**src/rtl/bytecode_fetch.sv**
```systemverilog
// bytecode_fetch: bytecode instruction fetch unit with synchronous program memory,
// decoder argc lookup and valid/ready delivery to execute, applying branch redirects.
//   i_clk, i_rst      clock, asynchronous active-high reset
//   o_mem_addr/o_mem_rd/i_mem_data   program memory port (data one cycle after rd)
//   o_opcode/i_argc   opcode to decoder, argument count back (2'b11 counts as 2)
//   o_arg1/o_arg2/o_op_pc/o_op_valid/i_op_ready   instruction handshake to execute
//   i_br_taken/i_br_offset   redirect applied on accept, target = op_pc + sext(offset)
module bytecode_fetch #(
    parameter int                ADDR_W   = 16,
    parameter logic [ADDR_W-1:0] RESET_PC = '0
) (
    input  logic              i_clk,
    input  logic              i_rst,
    output logic [ADDR_W-1:0] o_mem_addr,
    output logic              o_mem_rd,
    input  logic [7:0]        i_mem_data,
    output logic [7:0]        o_opcode,
    input  logic [1:0]        i_argc,
    output logic [7:0]        o_arg1,
    output logic [7:0]        o_arg2,
    output logic [ADDR_W-1:0] o_op_pc,
    output logic              o_op_valid,
    input  logic              i_op_ready,
    input  logic              i_br_taken,
    input  logic [15:0]       i_br_offset
);
    localparam int XW = ADDR_W > 16 ? ADDR_W : 16;
    typedef enum logic [2:0] {S_OP, S_OPW, S_DEC, S_A1, S_A1W, S_A2, S_A2W, S_HOLD} state_t;
    state_t            r_state, w_next;
    logic [ADDR_W-1:0] r_pc, r_mem_addr, r_op_pc, w_target;
    logic [7:0]        r_opcode, r_arg1, r_arg2;
    logic              r_two, w_rd;
    logic [XW-1:0]     w_off;
    assign w_off      = XW'($signed(i_br_offset));
    assign w_target   = r_op_pc + w_off[ADDR_W-1:0];
    // the read address is live pc while reading, otherwise the last address read
    assign o_mem_addr = w_rd ? r_pc : r_mem_addr;
    // reset parks the FSM in S_OP, so the strobe must be suppressed while rst is high
    assign o_mem_rd   = w_rd & ~i_rst;
    assign o_op_valid = r_state == S_HOLD;
    assign o_opcode   = r_opcode;
    assign o_arg1     = r_arg1;
    assign o_arg2     = r_arg2;
    assign o_op_pc    = r_op_pc;
    always_ff @(posedge i_clk or posedge i_rst) begin
        if (i_rst) r_state <= S_OP;
        else       r_state <= w_next;
    end
    always_comb begin
        w_next = r_state;
        w_rd   = 1'b0;
        case (r_state)
            S_OP:    begin w_rd = 1'b1; w_next = S_OPW; end
            S_OPW:   w_next = S_DEC;
            S_DEC:   w_next = i_argc == 2'd0 ? S_HOLD : S_A1;
            S_A1:    begin w_rd = 1'b1; w_next = S_A1W; end
            S_A1W:   w_next = r_two ? S_A2 : S_HOLD;
            S_A2:    begin w_rd = 1'b1; w_next = S_A2W; end
            S_A2W:   w_next = S_HOLD;
            S_HOLD:  w_next = i_op_ready ? S_OP : S_HOLD;
            default: w_next = S_OP;
        endcase
    end
    always_ff @(posedge i_clk or posedge i_rst) begin
        if (i_rst) begin
            r_pc       <= RESET_PC;
            r_mem_addr <= RESET_PC;
            r_op_pc    <= '0;
            r_opcode   <= 8'h00;
            r_arg1     <= 8'h00;
            r_arg2     <= 8'h00;
            r_two      <= 1'b0;
        end else begin
            if (w_rd) r_mem_addr <= r_pc;
            case (r_state)
                S_OP:  r_op_pc <= r_pc;
                S_OPW: begin
                    r_opcode <= i_mem_data;
                    r_pc     <= r_pc + ADDR_W'(1);
                    r_arg1   <= 8'h00;
                    r_arg2   <= 8'h00;
                end
                // argc of 2 or 3 both mean two argument bytes, so bit 1 is all we keep
                S_DEC: r_two <= i_argc[1];
                S_A1W: begin
                    r_arg1 <= i_mem_data;
                    r_pc   <= r_pc + ADDR_W'(1);
                end
                S_A2W: begin
                    r_arg2 <= i_mem_data;
                    r_pc   <= r_pc + ADDR_W'(1);
                end
                S_HOLD: if (i_op_ready && i_br_taken) r_pc <= w_target;
                default: ;
            endcase
        end
    end
endmodule
```
**config.mk**
```make
export PLATFORM = sky130hd
export DESIGN_NAME = bytecode_fetch
export DESIGN_NICKNAME = d
export VERILOG_FILES = /design/src/rtl/bytecode_fetch.sv
export SDC_FILE = /design/constraint.sdc
export NUM_CORES = 1
export LEC_CHECK = 0
export ABC_CLOCK_PERIOD_IN_PS = 2950
export CAP_MARGIN = 0
export CORE_UTILIZATION = 30
export DETAILED_ROUTE_END_ITERATION = 10
export HOLD_SLACK_MARGIN = 0.06
export MAX_ROUTING_LAYER = met4
export SLEW_MARGIN = 20
export SYNTH_ARGS = -nofsm -noshare
export SYNTH_HDL_FRONTEND = slang
export SYNTH_SLANG_ARGS = --single-unit
```
**constraint.sdc**
```tcl
create_clock -name i_clk -period 2.95 [get_ports i_clk]
set_clock_uncertainty 0.05 [all_clocks]
set_input_delay 0.59 -clock i_clk [delete_from_list [all_inputs] [get_ports i_clk]]
set_output_delay 0.59 -clock i_clk [all_outputs]
set_load 0.03 [all_outputs]
```
==> results of run 1 <==
-- power by group through the flow --
stage / Combinational, mW / Clock, mW / Sequential, mW
floorplan: 2.59 / 0 / 2.42
global placement: 4.59 / 0 / 2.01
detailed placement: 4.65 / 0 / 2.03
CTS: 4.63 / 1.15 / 2.02
global route: 5.01 / 1.20 / 2.10
finish: 4.59 / 1.11 / 2.02
-- layer usage --
| metal | global-route usage, % | share of wire (%) |
|---|---|---|
| met5 | - | 0 |
| met4 | 5.55 | 1.4 |
| met3 | 5.51 | 7.3 |
| met2 | 26.6 | 46 |
| met1 | 21.7 | 46 |
-- path summary, 6_finish.rpt --
path | startpoint | endpoint | cells past startpoint
max in group asynchronous | i_rst | r_two | 3
min | r_mem_addr[0] | r_mem_addr[0] | 1
max | r_state[2] | o_mem_addr[4] | 6
min in group asynchronous | i_rst | r_pc[15] | 3
min reg2reg | r_mem_addr[0] | r_mem_addr[0] | 1
max reg2reg | r_state[0] | r_pc[13] | 7
-- sequential cells by signal (all words and copies together) (netlist names) --
name,flops
o_opcode,8
o_arg2,8
r_pc,16
o_arg1,8
r_two,1
r_state,3
r_mem_addr,16
o_op_pc,16
-- cell usage after synthesis, types with 2 or more instances --
cell type and instances:
buf_4 2, nor3_1 7, a211oi_1 3, clkbuf_1 9
mux2_2 15, mux2_1 23, inv_1 7, o31ai_1 3
a221oi_1 10, ha_1 16, o21a_1 4, a21oi_1 43
o21ai_0 19, and3_1 3, xor2_1 6, nand4b_1 2
nand2b_1 3, a21o_1 6, and2_1 3, xnor2_1 5
o22ai_1 5, o211ai_1 3, buf_1 3, nand3_1 14
nor2_1 35, nor3b_1 2, o21ai_1 10, buf_6 2
nor2_4 2, mux2i_1 2, dfrtp_1 76, buf_2 7
o21bai_1 3, a31oi_1 5, nand2_1 38, nand4_1 6
nor2b_1 11
-- critical path, stage by stage, from the launching register on --
cell	delay, ns
dfrtp_1	0.43
or2_1	0.28
nor2_4	0.11
a21oi_2	0.05
buf_4	0.20
mux2_1	0.34
dlygate4sd2_1	0.37
-- final cells by class --
cell class                      count  share of cell area, %
Clock buffer                        9                   4.02
Clock inverter                      7                   1.36
Inverter                            8                  0.536
Multi-Input combinational cell    317                   38.3
Sequential cell                    76                   34.0
Tap cell                          176                   3.93
Timing Repair Buffer              108                   17.9
-- cell families after synthesis --
family,after synthesis,share of synthesized area (%)
multiplexers,40,10.7
adder cells (fa/ha/maj),17,5.26
AO/OA/AOI/OAI,120,18.0
buffers and inverters,31,3.53
XOR/XNOR,11,2.30
flip-flops,76,45.5
AND/OR/NAND/NOR,129,14.7
-- through the flow --
stage	setup WS, ns	utilization, %	TNS, ns
after floorplan	0.295	-	0
after global placement	-0.138	39.6	-0.257
after detailed placement	-0.235	39.6	-0.484
after CTS	0.133	41.7	0
after global routing	0.0661	41.8	0
final	0.199	41.8	0
-- timing repair --
action                                  in CTS  in global routing
gates resized for setup                      6                  1
endpoints found under the setup margin       6                  2
pin swaps                                    0                  0
gates cloned                                 0                  0
==> impl_metrics.py, run 1 <==
metrics = {
    "run_status": {
        "outcome": "finished clean",
    },
    "pwr": {
        "power_frac_comb_pct": 59.5,
        "seq_power_share_pct": 26.1,
        "clkPwrFrac_pct": 14.4,
        "netSwitchingPower_mw": 3.61,
        "switching_share_pct": 46.8,
        "power_leakage_nw": 2.33,
        "internal_power_mw": 4.11,
        "p_per_area_mw_per_mm2": 1380,
        "vdd_drop_max_v": 0.000511,
        "power.total_mw": 7.72,
    },
    "floorplanning": {
        "start_util_pct": 31.2,
        "row_count": 42,
        "die_y_um": 120,
        "fp.dieW_um": 120,
        "core_area_sq_mm": 0.0134,
        "pin_count": 88,
        "die_area_sq_mm": 0.0144,
    },
    "final_layout": {
        "nFillCells": 1322,
        "final_common_cell": "dfrtp_1",
        "stdcell_count": 701,
        "area.sequential_sq_mm": 0.00190,
        "final_cell_mix": "dfrtp_1 (76), clkdlybuf4s50_1 (69), a21oi_1 (42), nand2_1 (38), nor2_1 (35)",
        "multi_input_area_sq_mm": 0.00214,
        "fin_nets": 567,
        "drive_gt1_share_pct": 13.9,
        "finalInstanceArea_sq_mm": 0.00560,
        "syn2layout_area_growth_pct": 33.9,
        "antennaDiodeCount": 0,
    },
    "logic_synthesis": {
        "yosysWarnings": 0,
        "synth_area_leaders": "dfrtp_1 (45%), mux2_1 (6.2%), a21oi_1 (5.1%)",
        "synth-seq-cells": 76,
        "yosysTopAreaCellShare_pct": 45.5,
        "synth_area_sq_mm": 0.00418,
        "ys_seq_area_share_pct": 45.5,
        "synthArstFlopShare_pct": 100,
        "synth_edf_count": 0,
        "syn_avg_cell_area_sq_um": 9.87,
        "syn_inst": 424,
        "synth.net_count": 471,
        "synthFlopType": "dfrtp_1",
        "synth_top_area_cell": "dfrtp_1",
        "synthDistinctLibCells": 48,
    },
    "grt": {
        "grt_overflow": 0,
        "grt_use_total_pct": 17.4,
        "grt_max_degree": 44,
        "grt_pass1_wl_um": 18900,
        "first_global_vias": 3736,
        "grt_antenna_before_repair": 0,
    },
    "sta": {
        "tightest_slew_ns": 0.659,
        "period_share_pct": 93.2,
        "finalCriticalPeriod_ns": 2.75,
        "hold_viol_final": 0,
        "grt_setup_unrepaired": "false",
        "maxSlewHeadroom_pct": 56.1,
        "hold_ws_ns": 0.438,
        "fmax_mhz": 364,
        "setup_viol": 0,
        "slew_violations": 0,
    },
    "route": {
        "routedWlPerCell_um": 16.3,
        "first_iter_violations": 172,
        "totalWireLength_um": 11400,
        "vias_per_cell": 5.09,
        "num_vias": 3567,
        "ant_nets": 0,
        "drc": 0,
        "drt_pass1_iterations": 4,
    },
    "clocking": {
        "clock-sinks": 76,
        "cts_made_buffers": 9,
        "clk_latency_ns": 0.34,
        "clockBufferDepth": 2,
        "ctsHoldBuffers": 0,
        "root_buffer": "clkbuf_16",
        "post_cts.repair.setup_buffers": 0,
        "path_clk_slew_ns": 0.06,
        "cts_tree": "built",
        "htreeDepth": 3,
    },
    "place": {
        "gp_congestion": 0.831,
        "dp.final_hpwl_um": 8290,
        "placed_area_sq_mm": 0.00530,
        "port_buffers": 87,
        "place_inst": 685,
    },
    "critical_path": {
        "critical_path.startpoint_type": "flop",
        "critical_path_class": "reg -> out",
        "ff2ff_setup_slack_ns": 0.40,
        "arrival_ns": 2.11,
        "crit_required_ns": 2.31,
        "crit_fanout": 12,
        "cp-end-kind": "primary output",
    },
    "hold_path": {
        "holdCritPathClass": "reg -> reg",
    },
    "run": {
        "cap_violations": 0,
    },
}
Note: power is estimated with default switching activity, not from simulation.
==> run 2, diff against run 1 <==
--- a/config.mk
+++ b/config.mk
@@ -7,10 +7,12 @@
 export LEC_CHECK = 0
 export ABC_CLOCK_PERIOD_IN_PS = 2950
 export CAP_MARGIN = 0
-export CORE_UTILIZATION = 30
+export CORE_MARGIN = 2
+export CORE_UTILIZATION = 51
 export DETAILED_ROUTE_END_ITERATION = 10
 export HOLD_SLACK_MARGIN = 0.06
 export MAX_ROUTING_LAYER = met4
+export PLACE_DENSITY = 0.8
 export SLEW_MARGIN = 20
 export SYNTH_ARGS = -nofsm -noshare
 export SYNTH_HDL_FRONTEND = slang
==> run 2 against run 1 <==
  * Via count increased by 4.7%
  * Sequential power about the same
  * Power decreased by 2.0%
  * Global-route usage increased by 9.4 points
  * Count of clock-buffer cells in the layout increased by 1
  * Register-to-register slack improved by 0.09 ns
  * Routed wire length decreased by 5.4%
  * Critical path depth unchanged
  * Critical endpoint is now o_mem_addr[15]
  * Worst setup slack got worse by 0.027 ns
==> impl_metrics.py, run 2 (synthesis results as in run 1) <==
metrics = {
    "run_status": {
        "outcome": "finished clean",
    },
    "sta": {
        "period_share_pct": 94.2,
        "setup_viol": 0,
        "hold_viol_final": 0,
        "slew_violations": 0,
        "hold_ws_ns": 0.440,
        "tightest_slew_ns": 0.575,
        "setup_tns_ns": 0,
        "fmax_mhz": 360,
        "maxSlewHeadroom_pct": 61.6,
        "grt_setup_unrepaired": "false",
        "finalCriticalPeriod_ns": 2.78,
    },
    "grt": {
        "grt_pass1_wl_um": 18100,
        "grt_use_total_pct": 26.8,
        "grt_overflow": 0,
        "grt_antenna_before_repair": 0,
        "grt_max_degree": 37,
        "first_global_vias": 3700,
    },
    "route": {
        "totalWireLength_um": 10800,
        "first_iter_violations": 246,
        "drt_pass1_iterations": 5,
        "drc": 0,
        "vias_per_cell": 5.92,
        "num_vias": 3736,
        "routedWlPerCell_um": 17.1,
        "ant_nets": 0,
    },
    "critical_path": {
        "crit_fanout": 20,
        "cp-end-kind": "primary output",
        "critical_path_class": "reg -> out",
        "worstRegToRegCells": 8,
        "ff2ff_setup_slack_ns": 0.49,
        "arrival_ns": 2.14,
        "r2r-start": "o_op_pc[0]",
        "r2r_end": "r_pc[14]",
        "critical_path.startpoint_type": "flop",
        "crit_required_ns": 2.31,
    },
    "final_layout": {
        "final_cell_mix": "dfrtp_1 (76), clkdlybuf4s50_1 (69), a21oi_1 (42), nand2_1 (38), nor2_1 (35)",
        "antennaDiodeCount": 0,
        "syn2layout_area_growth_pct": 30.8,
        "nFillCells": 651,
        "drive_gt1_share_pct": 12.7,
        "final_common_cell": "dfrtp_1",
        "utilization_pct": 67.6,
        "fin_nets": 568,
    },
    "clocking": {
        "clockBufferDepth": 2,
        "cts_tree": "built",
        "cts_made_buffers": 9,
        "path_clk_slew_ns": 0.08,
        "clock-sinks": 76,
        "ctsHoldBuffers": 0,
        "root_buffer": "clkbuf_8",
        "htreeDepth": 3,
        "clk_latency_ns": 0.36,
    },
    "pwr": {
        "power_leakage_nw": 2.33,
        "p_per_area_mw_per_mm2": 1380,
        "vdd_drop_max_v": 0.000661,
    },
    "floorplanning": {
        "die_y_um": 94.6,
        "fp.dieW_um": 94.6,
        "row_count": 33,
        "start_util_pct": 51.7,
        "pin_count": 88,
        "core_area_sq_mm": 0.00809,
        "die_area_sq_mm": 0.00894,
    },
    "place": {
        "dp.final_hpwl_um": 7840,
        "port_buffers": 87,
        "gp_congestion": 0.908,
    },
    "hold_path": {
        "holdCritPathClass": "reg -> reg",
        "hp-start": "r_mem_addr[11]",
        "hold_depth": 1,
        "min_to": "r_mem_addr[11]",
    },
    "run": {
        "cap_violations": 0,
    },
}
-- run 2: what timing repair did --
action | CTS | global route
pin swaps | 0 | 0
cloned | 0 | 0
endpoints found under the setup margin | 13 | 1
buffers inserted | 0 | 0
resized for setup | 13 | 1
hold endpoints to repair | 0 | 0
-- run 2: layer usage --
layer	global-route usage [%]	part of all wire [%]
met2	42.0	49
met1	34.3	43
met4	9.42	1.8
met5	-	0
met3	6.15	6.3
-- run 2: critical path, stage by stage (launching register included) --
cell,delay (ns)
dfrtp_1,0.40
or2_1,0.28
nor2_4,0.10
a21oi_2,0.05
buf_12,0.18
mux2_1,0.38
dlygate4sd2_1,0.38
-- run 2: how the worst max path moves through the flow --
stage | start | to | slack [ns]
2_1_floorplan | i_br_offset[0] | r_pc[14] | 0.30
6_report | r_state[1] | o_mem_addr[15] | 0.17
4_1_cts | r_state[1] | o_mem_addr[15] | 0.16
3_3_place_gp | i_br_offset[0] | r_pc[14] | -0.09
3_5_place_dp | i_br_offset[0] | r_pc[14] | -0.17
5_1_grt | i_br_offset[0] | r_pc[12] | 0.1
-- run 2: layout make-up --
type | instances | area [sq um] | share of cell area, %
clock inverters | 6 | 93.8 | 1.72
well taps | 105 | 131 | 2.40
clock buffers | 10 | 138 | 2.52
repair buffers | 109 | 1030 | 18.9
flip-flops and latches | 76 | 1900 | 34.8
inverters | 8 | 30.0 | 0.549
multi-input cells | 317 | 2140 | 39.2
-- run 2: power by group --
group | internal, mW | total (mW) | switching (mW)
clock network | 0.507 | 0.922 | 0.415
registers | 1.57 | 2.01 | 0.434
logic | 1.89 | 4.63 | 2.75
-- run 2: metrics by stage --
step | setup WS, ns | cells | area, sq um | power (mW)
floorplan | 0.295 | 424 | 4180 | 5.01
global placement | -0.0937 | 615 | 5250 | 6.57
detailed placement | -0.169 | 615 | 5250 | 6.72
CTS | 0.164 | 631 | 5460 | 7.56
global route | 0.0959 | 631 | 5470 | 8.09
finish | 0.173 | 631 | 5470 | 7.56
==> run 3, diff against run 2 <==
--- a/config.mk
+++ b/config.mk
@@ -13,7 +13,7 @@
 export HOLD_SLACK_MARGIN = 0.06
 export MAX_ROUTING_LAYER = met4
 export PLACE_DENSITY = 0.8
-export SLEW_MARGIN = 20
+export SLEW_MARGIN = 10
 export SYNTH_ARGS = -nofsm -noshare
 export SYNTH_HDL_FRONTEND = slang
 export SYNTH_SLANG_ARGS = --single-unit
==> results of run 3 <==
No change in the layout: final DEF, timing and power equal those of run 2.
